[config.mk]
export PLATFORM = sky130hd
export DESIGN_NAME = ctrl_seq_flat
export DESIGN_NICKNAME = d
export VERILOG_FILES = /design/src/rtl/ctrl_seq_if.sv /design/src/rtl/ctrl_seq.sv /design/src/flat_wrapper.sv
export SDC_FILE = /design/constraint.sdc
export NUM_CORES = 1
export LEC_CHECK = 0
export ABC_AREA = 1
export CAP_MARGIN = 20
export CORE_UTILIZATION = 47
export CTS_CLUSTER_DIAMETER = 40
export CTS_CLUSTER_SIZE = 28
export DETAILED_ROUTE_END_ITERATION = 16
export GPL_ROUTABILITY_DRIVEN = 0
export PLACE_DENSITY = 0.92
export RECOVER_POWER = 100
export SLEW_MARGIN = 30
export SYNTH_ARGS = -nofsm -noshare
export SYNTH_HDL_FRONTEND = slang
export SYNTH_SLANG_ARGS = --single-unit
[constraint.sdc]
create_clock -name clk -period 1.4 [get_ports clk]
set_input_delay 0.14 -clock clk [delete_from_list [all_inputs] [get_ports clk]]
set_output_delay 0.14 -clock clk [all_outputs]
set_load 0.005 [all_outputs]
[src/rtl/ctrl_seq_if.sv]
// Bundle of sequencer-side signals: instruction/data memory ports, decoder
// hooks, strobes and status. The sequencer is the master.
interface ctrl_seq_if #(
    parameter int PC_W = 16
);
    logic            run;
    logic            imem_req;
    logic            imem_ack;
    logic [7:0]      imem_data;
    logic [PC_W-1:0] pc;
    logic [7:0]      instr;
    logic            dec_fetch;
    logic            dec_we;
    logic            dec_arith;
    logic            dec_jmp;
    logic            dec_branch;
    logic [PC_W-1:0] pc_target;
    logic            dmem_req;
    logic            dmem_we;
    logic            dmem_ack;
    logic            alu_clk;
    logic            reg_we;
    logic            busy;
    logic [15:0]     icount;
    logic [2:0]      state;

    modport master (
        input  run, imem_ack, imem_data,
        input  dec_fetch, dec_we, dec_arith, dec_jmp, dec_branch, pc_target,
        input  dmem_ack,
        output imem_req, pc, instr, dmem_req, dmem_we,
        output alu_clk, reg_we, busy, icount, state
    );

    modport slave (
        output run, imem_ack, imem_data,
        output dec_fetch, dec_we, dec_arith, dec_jmp, dec_branch, pc_target,
        output dmem_ack,
        input  imem_req, pc, instr, dmem_req, dmem_we,
        input  alu_clk, reg_we, busy, icount, state
    );
endinterface

[src/rtl/ctrl_seq.sv]
// Multi-cycle instruction sequencer: fetch, decode, execute, optional data
// memory access and write-back, with program counter and retire counter.
module ctrl_seq #(
    parameter int              PC_W     = 16,
    parameter logic [PC_W-1:0] PC_RESET = '0
) (
    input logic        clk,
    input logic        rst_n,
    ctrl_seq_if.master bus
);
    localparam logic [2:0] S_IDLE   = 3'd0;
    localparam logic [2:0] S_FETCH  = 3'd1;
    localparam logic [2:0] S_DECODE = 3'd2;
    localparam logic [2:0] S_EXEC   = 3'd3;
    localparam logic [2:0] S_MEM    = 3'd4;
    localparam logic [2:0] S_WB     = 3'd5;

    localparam logic [PC_W-1:0] PC_ONE = {{(PC_W-1){1'b0}}, 1'b1};

    logic [2:0]      state_q,  state_d;
    logic [PC_W-1:0] pc_q,     pc_d;
    logic [7:0]      instr_q,  instr_d;
    logic [15:0]     icount_q, icount_d;

    always_comb begin
        state_d  = state_q;
        pc_d     = pc_q;
        instr_d  = instr_q;
        icount_d = icount_q;
        case (state_q)
            S_IDLE:   if (bus.run) state_d = S_FETCH;
            S_FETCH: begin
                if (bus.imem_ack) begin
                    instr_d = bus.imem_data;
                    state_d = S_DECODE;
                end
            end
            S_DECODE: state_d = S_EXEC;
            S_EXEC:   state_d = bus.dec_fetch ? S_MEM : S_WB;
            S_MEM:    if (bus.dmem_ack) state_d = S_WB;
            S_WB: begin
                pc_d     = (bus.dec_jmp && bus.dec_branch) ? bus.pc_target : pc_q + PC_ONE;
                icount_d = icount_q + 16'd1;
                state_d  = bus.run ? S_FETCH : S_IDLE;
            end
            // Codes 6 and 7 are unreachable in normal operation; recover to IDLE.
            default:  state_d = S_IDLE;
        endcase
    end

    always_ff @(posedge clk or negedge rst_n) begin
        if (!rst_n) begin
            state_q  <= S_IDLE;
            pc_q     <= PC_RESET;
            instr_q  <= 8'h00;
            icount_q <= 16'd0;
        end else begin
            state_q  <= state_d;
            pc_q     <= pc_d;
            instr_q  <= instr_d;
            icount_q <= icount_d;
        end
    end

    // Requests and strobes decode straight from the state register so that
    // an asynchronous reset drops them immediately.
    assign bus.imem_req = (state_q == S_FETCH);
    assign bus.dmem_req = (state_q == S_MEM);
    assign bus.dmem_we  = (state_q == S_MEM) && bus.dec_we;
    assign bus.alu_clk  = (state_q == S_EXEC) && bus.dec_arith;
    assign bus.reg_we   = (state_q == S_WB) && !bus.dec_we;
    assign bus.busy     = (state_q != S_IDLE);
    assign bus.pc       = pc_q;
    assign bus.instr    = instr_q;
    assign bus.icount   = icount_q;
    assign bus.state    = state_q;
endmodule

[src/flat_wrapper.sv]
// flat-port wrapper written by rule: the top's interface ports become plain ports
module ctrl_seq_flat 
#(
    parameter int              PC_W     = 16,
    parameter logic [PC_W-1:0] PC_RESET = '0
)
  (clk, rst_n, bus_run, bus_imem_ack, bus_imem_data, bus_dec_fetch, bus_dec_we, bus_dec_arith, bus_dec_jmp, bus_dec_branch, bus_pc_target, bus_dmem_ack, bus_imem_req, bus_pc, bus_instr, bus_dmem_req, bus_dmem_we, bus_alu_clk, bus_reg_we, bus_busy, bus_icount, bus_state);
  ctrl_seq_if #(.PC_W(PC_W)) bus_i ();
  input logic clk;
  input logic rst_n;
  input wire logic [$bits(bus_i.run)-1:0] bus_run;
  input wire logic [$bits(bus_i.imem_ack)-1:0] bus_imem_ack;
  input wire logic [$bits(bus_i.imem_data)-1:0] bus_imem_data;
  input wire logic [$bits(bus_i.dec_fetch)-1:0] bus_dec_fetch;
  input wire logic [$bits(bus_i.dec_we)-1:0] bus_dec_we;
  input wire logic [$bits(bus_i.dec_arith)-1:0] bus_dec_arith;
  input wire logic [$bits(bus_i.dec_jmp)-1:0] bus_dec_jmp;
  input wire logic [$bits(bus_i.dec_branch)-1:0] bus_dec_branch;
  input wire logic [$bits(bus_i.pc_target)-1:0] bus_pc_target;
  input wire logic [$bits(bus_i.dmem_ack)-1:0] bus_dmem_ack;
  output wire logic [$bits(bus_i.imem_req)-1:0] bus_imem_req;
  output wire logic [$bits(bus_i.pc)-1:0] bus_pc;
  output wire logic [$bits(bus_i.instr)-1:0] bus_instr;
  output wire logic [$bits(bus_i.dmem_req)-1:0] bus_dmem_req;
  output wire logic [$bits(bus_i.dmem_we)-1:0] bus_dmem_we;
  output wire logic [$bits(bus_i.alu_clk)-1:0] bus_alu_clk;
  output wire logic [$bits(bus_i.reg_we)-1:0] bus_reg_we;
  output wire logic [$bits(bus_i.busy)-1:0] bus_busy;
  output wire logic [$bits(bus_i.icount)-1:0] bus_icount;
  output wire logic [$bits(bus_i.state)-1:0] bus_state;
  assign bus_i.run = bus_run;
  assign bus_i.imem_ack = bus_imem_ack;
  assign bus_i.imem_data = bus_imem_data;
  assign bus_i.dec_fetch = bus_dec_fetch;
  assign bus_i.dec_we = bus_dec_we;
  assign bus_i.dec_arith = bus_dec_arith;
  assign bus_i.dec_jmp = bus_dec_jmp;
  assign bus_i.dec_branch = bus_dec_branch;
  assign bus_i.pc_target = bus_pc_target;
  assign bus_i.dmem_ack = bus_dmem_ack;
  assign bus_imem_req = bus_i.imem_req;
  assign bus_pc = bus_i.pc;
  assign bus_instr = bus_i.instr;
  assign bus_dmem_req = bus_i.dmem_req;
  assign bus_dmem_we = bus_i.dmem_we;
  assign bus_alu_clk = bus_i.alu_clk;
  assign bus_reg_we = bus_i.reg_we;
  assign bus_busy = bus_i.busy;
  assign bus_icount = bus_i.icount;
  assign bus_state = bus_i.state;
  ctrl_seq #(.PC_W(PC_W), .PC_RESET(PC_RESET)) u_core (.clk(clk), .rst_n(rst_n), .bus(bus_i));
endmodule
Yosys cells after proc, flatten, opt, wreduce, memory -nomap -nowiden
Cells that the tools add are included.
{"block": "word_totals", "reg_bits": 43, "in_bits": 34, "output_inout_bits": 49, "word_cells": 30}
{"block": "op_classes", "add_sub_neg": 2, "n_eq_ne": 8, "n_mux": 7, "reduce_logical": 9}
{"operator": "$add A16 B1 Y16 const B", "n": 2}
{"operator": "$pmux W3 S6", "n": 1}
{"operator": "$mux W16", "n": 1}
{"operator": "$mux W3", "n": 3}
{"operator": "$eq A3 B2 Y1 const B", "n": 2}
{"operator": "$eq A3 B3 Y1 const B", "n": 2}
{"operator": "$ne A2 B2 Y1 const B", "n": 3}
{"operator": "$logic_and A1 B1 Y1", "n": 4}
{"operator": "$eq A3 B1 Y1 const B", "n": 1}
{"operator": "$logic_not A3 Y1", "n": 1}
{"operator": "$reduce_and A3 Y1", "n": 1}
{"operator": "$reduce_bool A3 Y1", "n": 1}
{"operator": "$mux W1", "n": 2}
{"operator": "$reduce_and A2 Y1", "n": 1}
{"operator": "$logic_not A1 Y1", "n": 1}

Depth between registers and ports, before layout
{"block": "logic_depth", "word_depth": 3, "ltp_mapped": 9, "ltp_nobuf": 9}

Worst setup path after synthesis
Ideal clock, no wire load.
{"block": "synth_timing", "kind": "register -> register", "from": "register u_core.icount_q[1], in the netlist u_core.bus.icount[1]", "to": "register u_core.icount_q[8], in the netlist u_core.bus.icount[8]", "setup_ns": 0.123, "t_arrival_ns": 1.146, "t_required_ns": 1.277, "slack_ns": 0.131, "path_stages_with_launch": 7, "n_path_buf": 0, "synth_period_minus_slack_ns": 1.269, "path_cell_list": "dfrtp_1 -> ha_1 -> inv_1 -> nor3_4 -> nand2_1 -> o21ai_0 -> nand2_1"}
{"block": "synth_between", "elab_chain_cells": 1}
{"item": "start: declaration", "line_no": "ctrl_seq.sv:23", "rtl": "logic [15:0] icount_q, icount_d;"}
{"item": "start signal: assignment", "line_no": "ctrl_seq.sv:61", "rtl": "icount_q <= icount_d;"}
{"item": "$add A16 B1 Y16", "line_no": "ctrl_seq.sv:43", "rtl": "icount_d = icount_q + 16'd1;"}
Every way passes these cells.
A chain may end at the register's enable or synchronous reset.

Final worst setup path
{"block": "layout_timing", "from": "register u_core.state_q[0], in the netlist u_core.bus.state[0]", "to": "output bus_reg_we"}
{"block": "layout_between", "elab_chain_cells": 2}
{"item": "start: declaration", "line_no": "ctrl_seq.sv:20", "rtl": "logic [2:0] state_q, state_d;"}
{"item": "start signal: assignment", "line_no": "ctrl_seq.sv:58", "rtl": "state_q <= state_d;"}
{"item": "$eq A3 B3 Y1", "line_no": "ctrl_seq.sv:71", "rtl": "assign bus.reg_we = (state_q == S_WB) && !bus.dec_we;"}
{"item": "$logic_and A1 B1 Y1", "line_no": "ctrl_seq.sv:71"}
{"item": "end: declaration", "line_no": "flat_wrapper.sv:27", "rtl": "output wire logic [$bits(bus_i.reg_we)-1:0] bus_reg_we;"}
Every way passes these cells.

==> summary.log <==
qor: synthesis.yosysTopAreaCell dfrtp_1
qor: final_layout.stdcell_area 4260 um2
qor: synthesis.top_cell_type_s_share_of_synthesized_area 0.417
qor: clock_tree.cell_chosen_for_the_clock_root clkbuf_8
qor: clock_tree.buffers_from_clock_root_to_sink_at_most 2
qor: final_layout.finish.net_count 560
qor: setup_path.worst_ep_arrival_time 1.44 ns
qor: setup_path.reg2reg_setup_slack -0.13 ns
qor: placed_design.worst_case_setup_slack_after_placement -0.0760 ns
qor: floorplanning.area_of_the_placeable_core 5200 um2
qor: hold_path.holdPathEnd u_core.bus.instr[4]
qor: sta.finalCritPeriodShare 1.13
qor: pwr.pwr_density_cell 1660 nW/um2
qor: setup_path.maximum_single_stage_delay_on_the_critical_path 0.40 ns
qor: global_route.grt_pass1_wl 13500 um
qor: clock_tree.worst_skew_pair.late_latency 0.30 ns
qor: final_layout.final.fill_count 316
qor: route.drt_iter0_markers 273
qor: pwr.power 7.06 mW
qor: global_route.global_route.usage.total 0.290
qor: setup_path.crit_fanout 4
qor: floorplanning.number_of_placement_rows 26
qor: clock_tree.tritoncts.num_buffers 5
qor: sta.finalHoldViolCount 0
qor: setup_path.cp_slowest_cell dfrtp_1
qor: route.vias_per_cell 5.36
qor: global_route.grt_pass1_vias 3049
qor: synthesis.synth-seq-cells 43
qor: clock_tree.cts_sinks 43
qor: placed_design.dp.cells 550
qor: synthesis.synth-async-reset-ratio 1.00
qor: route.detail_route.wirelength 9170 um
qor: global_route.grt.overflow.total 0
qor: synthesis.mappedNetlistArea 2580 um2
qor: synthesis.synthDistinctLibCells 29
qor: hold_path.hold-path-cell-count 3
qor: run.number_of_violations_of_the_max_capacitance_limit 0
qor: setup_path.path_common_cell buf_4
qor: sta.max_transition_margin 0.433
qor: synthesis.synth_warnings 0
qor: pwr.ir_worst_vdd 1.22 mV
qor: sta.rsz0062_at_grt yes
qor: floorplanning.die_w 76.1 um
qor: synthesis.synthFlopType dfrtp_1
qor: floorplanning.die_area 5790 um2
qor: status.violated_checks negative setup slack
qor: setup_path.critical_path.reg2reg.endpoint u_core.bus.icount[8]
qor: placed_design.dp_hpwl 5440 um
qor: clock_tree.clk_pin_slew_worst_paths 0.08 ns
qor: synthesis.most_numerous_cell_in_the_yosys_netlist nand2_1
qor: final_layout.num_antenna_cells 0
qor: final_layout.drive_above_1_share 0.276
qor: floorplanning.initial_core_utilization 0.496
qor: sta.slew_violations 0
qor: final_layout.area_growth_syn_to_layout 65.3%
qor: setup_path.cell_count_of_the_worst_reg_to_reg_path 9
qor: route.post_drt_wl_per_cell 15.4 um
qor: sta.worst_setup_margin -0.176 ns
qor: setup_path.worst-endpoint-required 1.26 ns
qor: clock_tree.cts_tree yes
qor: synthesis.synth_enable_flop_cells 0
qor: global_route.grt_max_degree 31
qor: sta.final.setup.tns -1.31 ns
qor: clock_tree.clock_tree.htree_level_count 2
qor: floorplanning.ios 83
qor: placed_design.portBuffers 82
qor: synthesis.avgSynthCellArea 6.86 um2
qor: synthesis.synth_nets 412
qor: floorplanning.die_y 76.1 um
qor: setup_path.cp-start-kind register
qor: pwr.leakage_power 2.31 nW
qor: final_layout.postLayoutCoreUtil 0.819
qor: synthesis.seq_area_frac_synth 0.417
qor: hold_path.worst_hold_startpoint bus_imem_data[4]
qor: route.drtAntennaViolNets 0
qor: hold_path.holdCritPathClass in2reg
qor: placed_design.placed_cell_area 3690 um2
qor: synthesis.postSynthCellCount 376
qor: route.remaining_drc_errors 0
qor: setup_path.path_cells buf_4, inv_2, nor2_4, nand2_4, buf_4, nor2_1, buf_2
qor: sta.whs 0.386 ns
qor: sta.fmax 0.635 GHz
qor: route.drt_pass1_iterations 5
qor: final_layout.layout.cells.non_filler 595
qor: sta.tightestPinTransition 0.851 ns
qor: route.routed-via-count 3189
qor: synthesis.synth.area.top_cells dfrtp_1 (42%), nand2_1 (19%), nor2_1 (7.4%), inv_1 (6.7%), nand3_1 (5.4%)
qor: sta.fin_crit 1.58 ns
qor: sta.clock_skew 0.00481 ns
qor: status.status finished with violations
qor: setup_path.critical_path.reg2reg.startpoint u_core.bus.state[0]
qor: synthesis.synth.top_cells.by_count nand2_1 (128), nor2_1 (51), inv_1 (46)
qor: global_route.antenna_found_initial 0
qor: setup_path.timing.critical_path.to_type output port
qor: setup_path.worst-setup-path-type reg2out
qor: sta.setup_viol 22
[sequential cells by signal (all words and copies together) (netlist names)]
signal / count
u_core.bus.icount: 16
u_core.bus.pc: 16
u_core.bus.instr: 8
u_core.bus.state: 3
[per-layer routing]
metal | up-vias | track usage | part of all wire
met4 | 0 | 0.131 | 0.049
met3 | 56 | 0.0551 | 0.079
li1 | 1476 | - | -
met1 | 1446 | 0.313 | 0.35
met5 | - | 0 | 0
met2 | 211 | 0.544 | 0.52
[critical path, delay by kind of cell, from the launching register on]
| kind | cells | cell delay, ns |
|---|---|---|
| DFF | 1 | 0.40 |
| buffers and inverters | 4 | 0.45 |
| and+or+nand+nor | 3 | 0.28 |
[logic make-up after synthesis]
| group | after synthesis | share of synthesized area |
|---|---|---|
| adder cells (fa/ha/maj) | 2 | 0.00970 |
| flip-flops | 43 | 0.417 |
| XOR/XNOR | 8 | 0.0272 |
| AO/OA/AOI/OAI | 29 | 0.0601 |
| buffers and inverters | 57 | 0.0887 |
| AND/OR/NAND/NOR | 237 | 0.397 |
[how the worst max path moves through the flow]
stage                    startpoint                     to  depth (start not counted)
2_1_floorplan  u_core.bus.icount[1]   u_core.bus.icount[8]                          6
6_report        u_core.bus.state[0]             bus_reg_we                          7
3_5_place_dp            bus_dec_jmp      u_core.bus.pc[10]                         10
3_3_place_gp            bus_dec_jmp      u_core.bus.pc[10]                          8
5_1_grt         u_core.bus.state[0]             bus_reg_we                          7
4_1_cts         u_core.bus.state[1]  u_core.bus.icount[10]                          9
[placed cells by master (no fill, tap or decap), drive strengths merged]
cell	instances
nand3b	1
xnor2	3
nand4	11
nand3	28
dlygate4sd3	1
o21ai	18
clkinv	2
o211ai	2
or2	4
dlygate4sd2	7
inv	47
dlymetal6s2s	10
ha	2
o21bai	1
o21a	1
clkdlybuf4s15	1
nor2	54
nor3	9
clkdlybuf4s50	56
nand2	130
buf	71
xor2	5
dfrtp	43
clkbuf	11
a21oi	7
[report_power, final]
part,internal [mW],total [mW],switching (mW)
clock,0.351,0.790,0.439
combinational,2.10,4.16,2.06
sequential,1.69,2.10,0.411
total,4.14,7.06,2.91
[cell type report]
cell class | count | area (um2) | area share
inverters | 48 | 193 | 0.0452
multi-input cells | 276 | 1440 | 0.337
flip-flops and latches | 43 | 1090 | 0.256
repair buffers | 150 | 1370 | 0.322
clock buffers | 7 | 76.3 | 0.0179
clock inverters | 1 | 5.00 | 0.00117
well taps | 70 | 87.6 | 0.0205
[repair_timing]
item,4_1_cts,5_1_grt
endpoints found under the hold margin,13,0
cloned,0,1
hold buffers,1,0
resized for setup,51,82
pin swaps,3,16
setup buffers,13,22
setup endpoints to repair,26,63
Power figures use the tool's default switching activity.
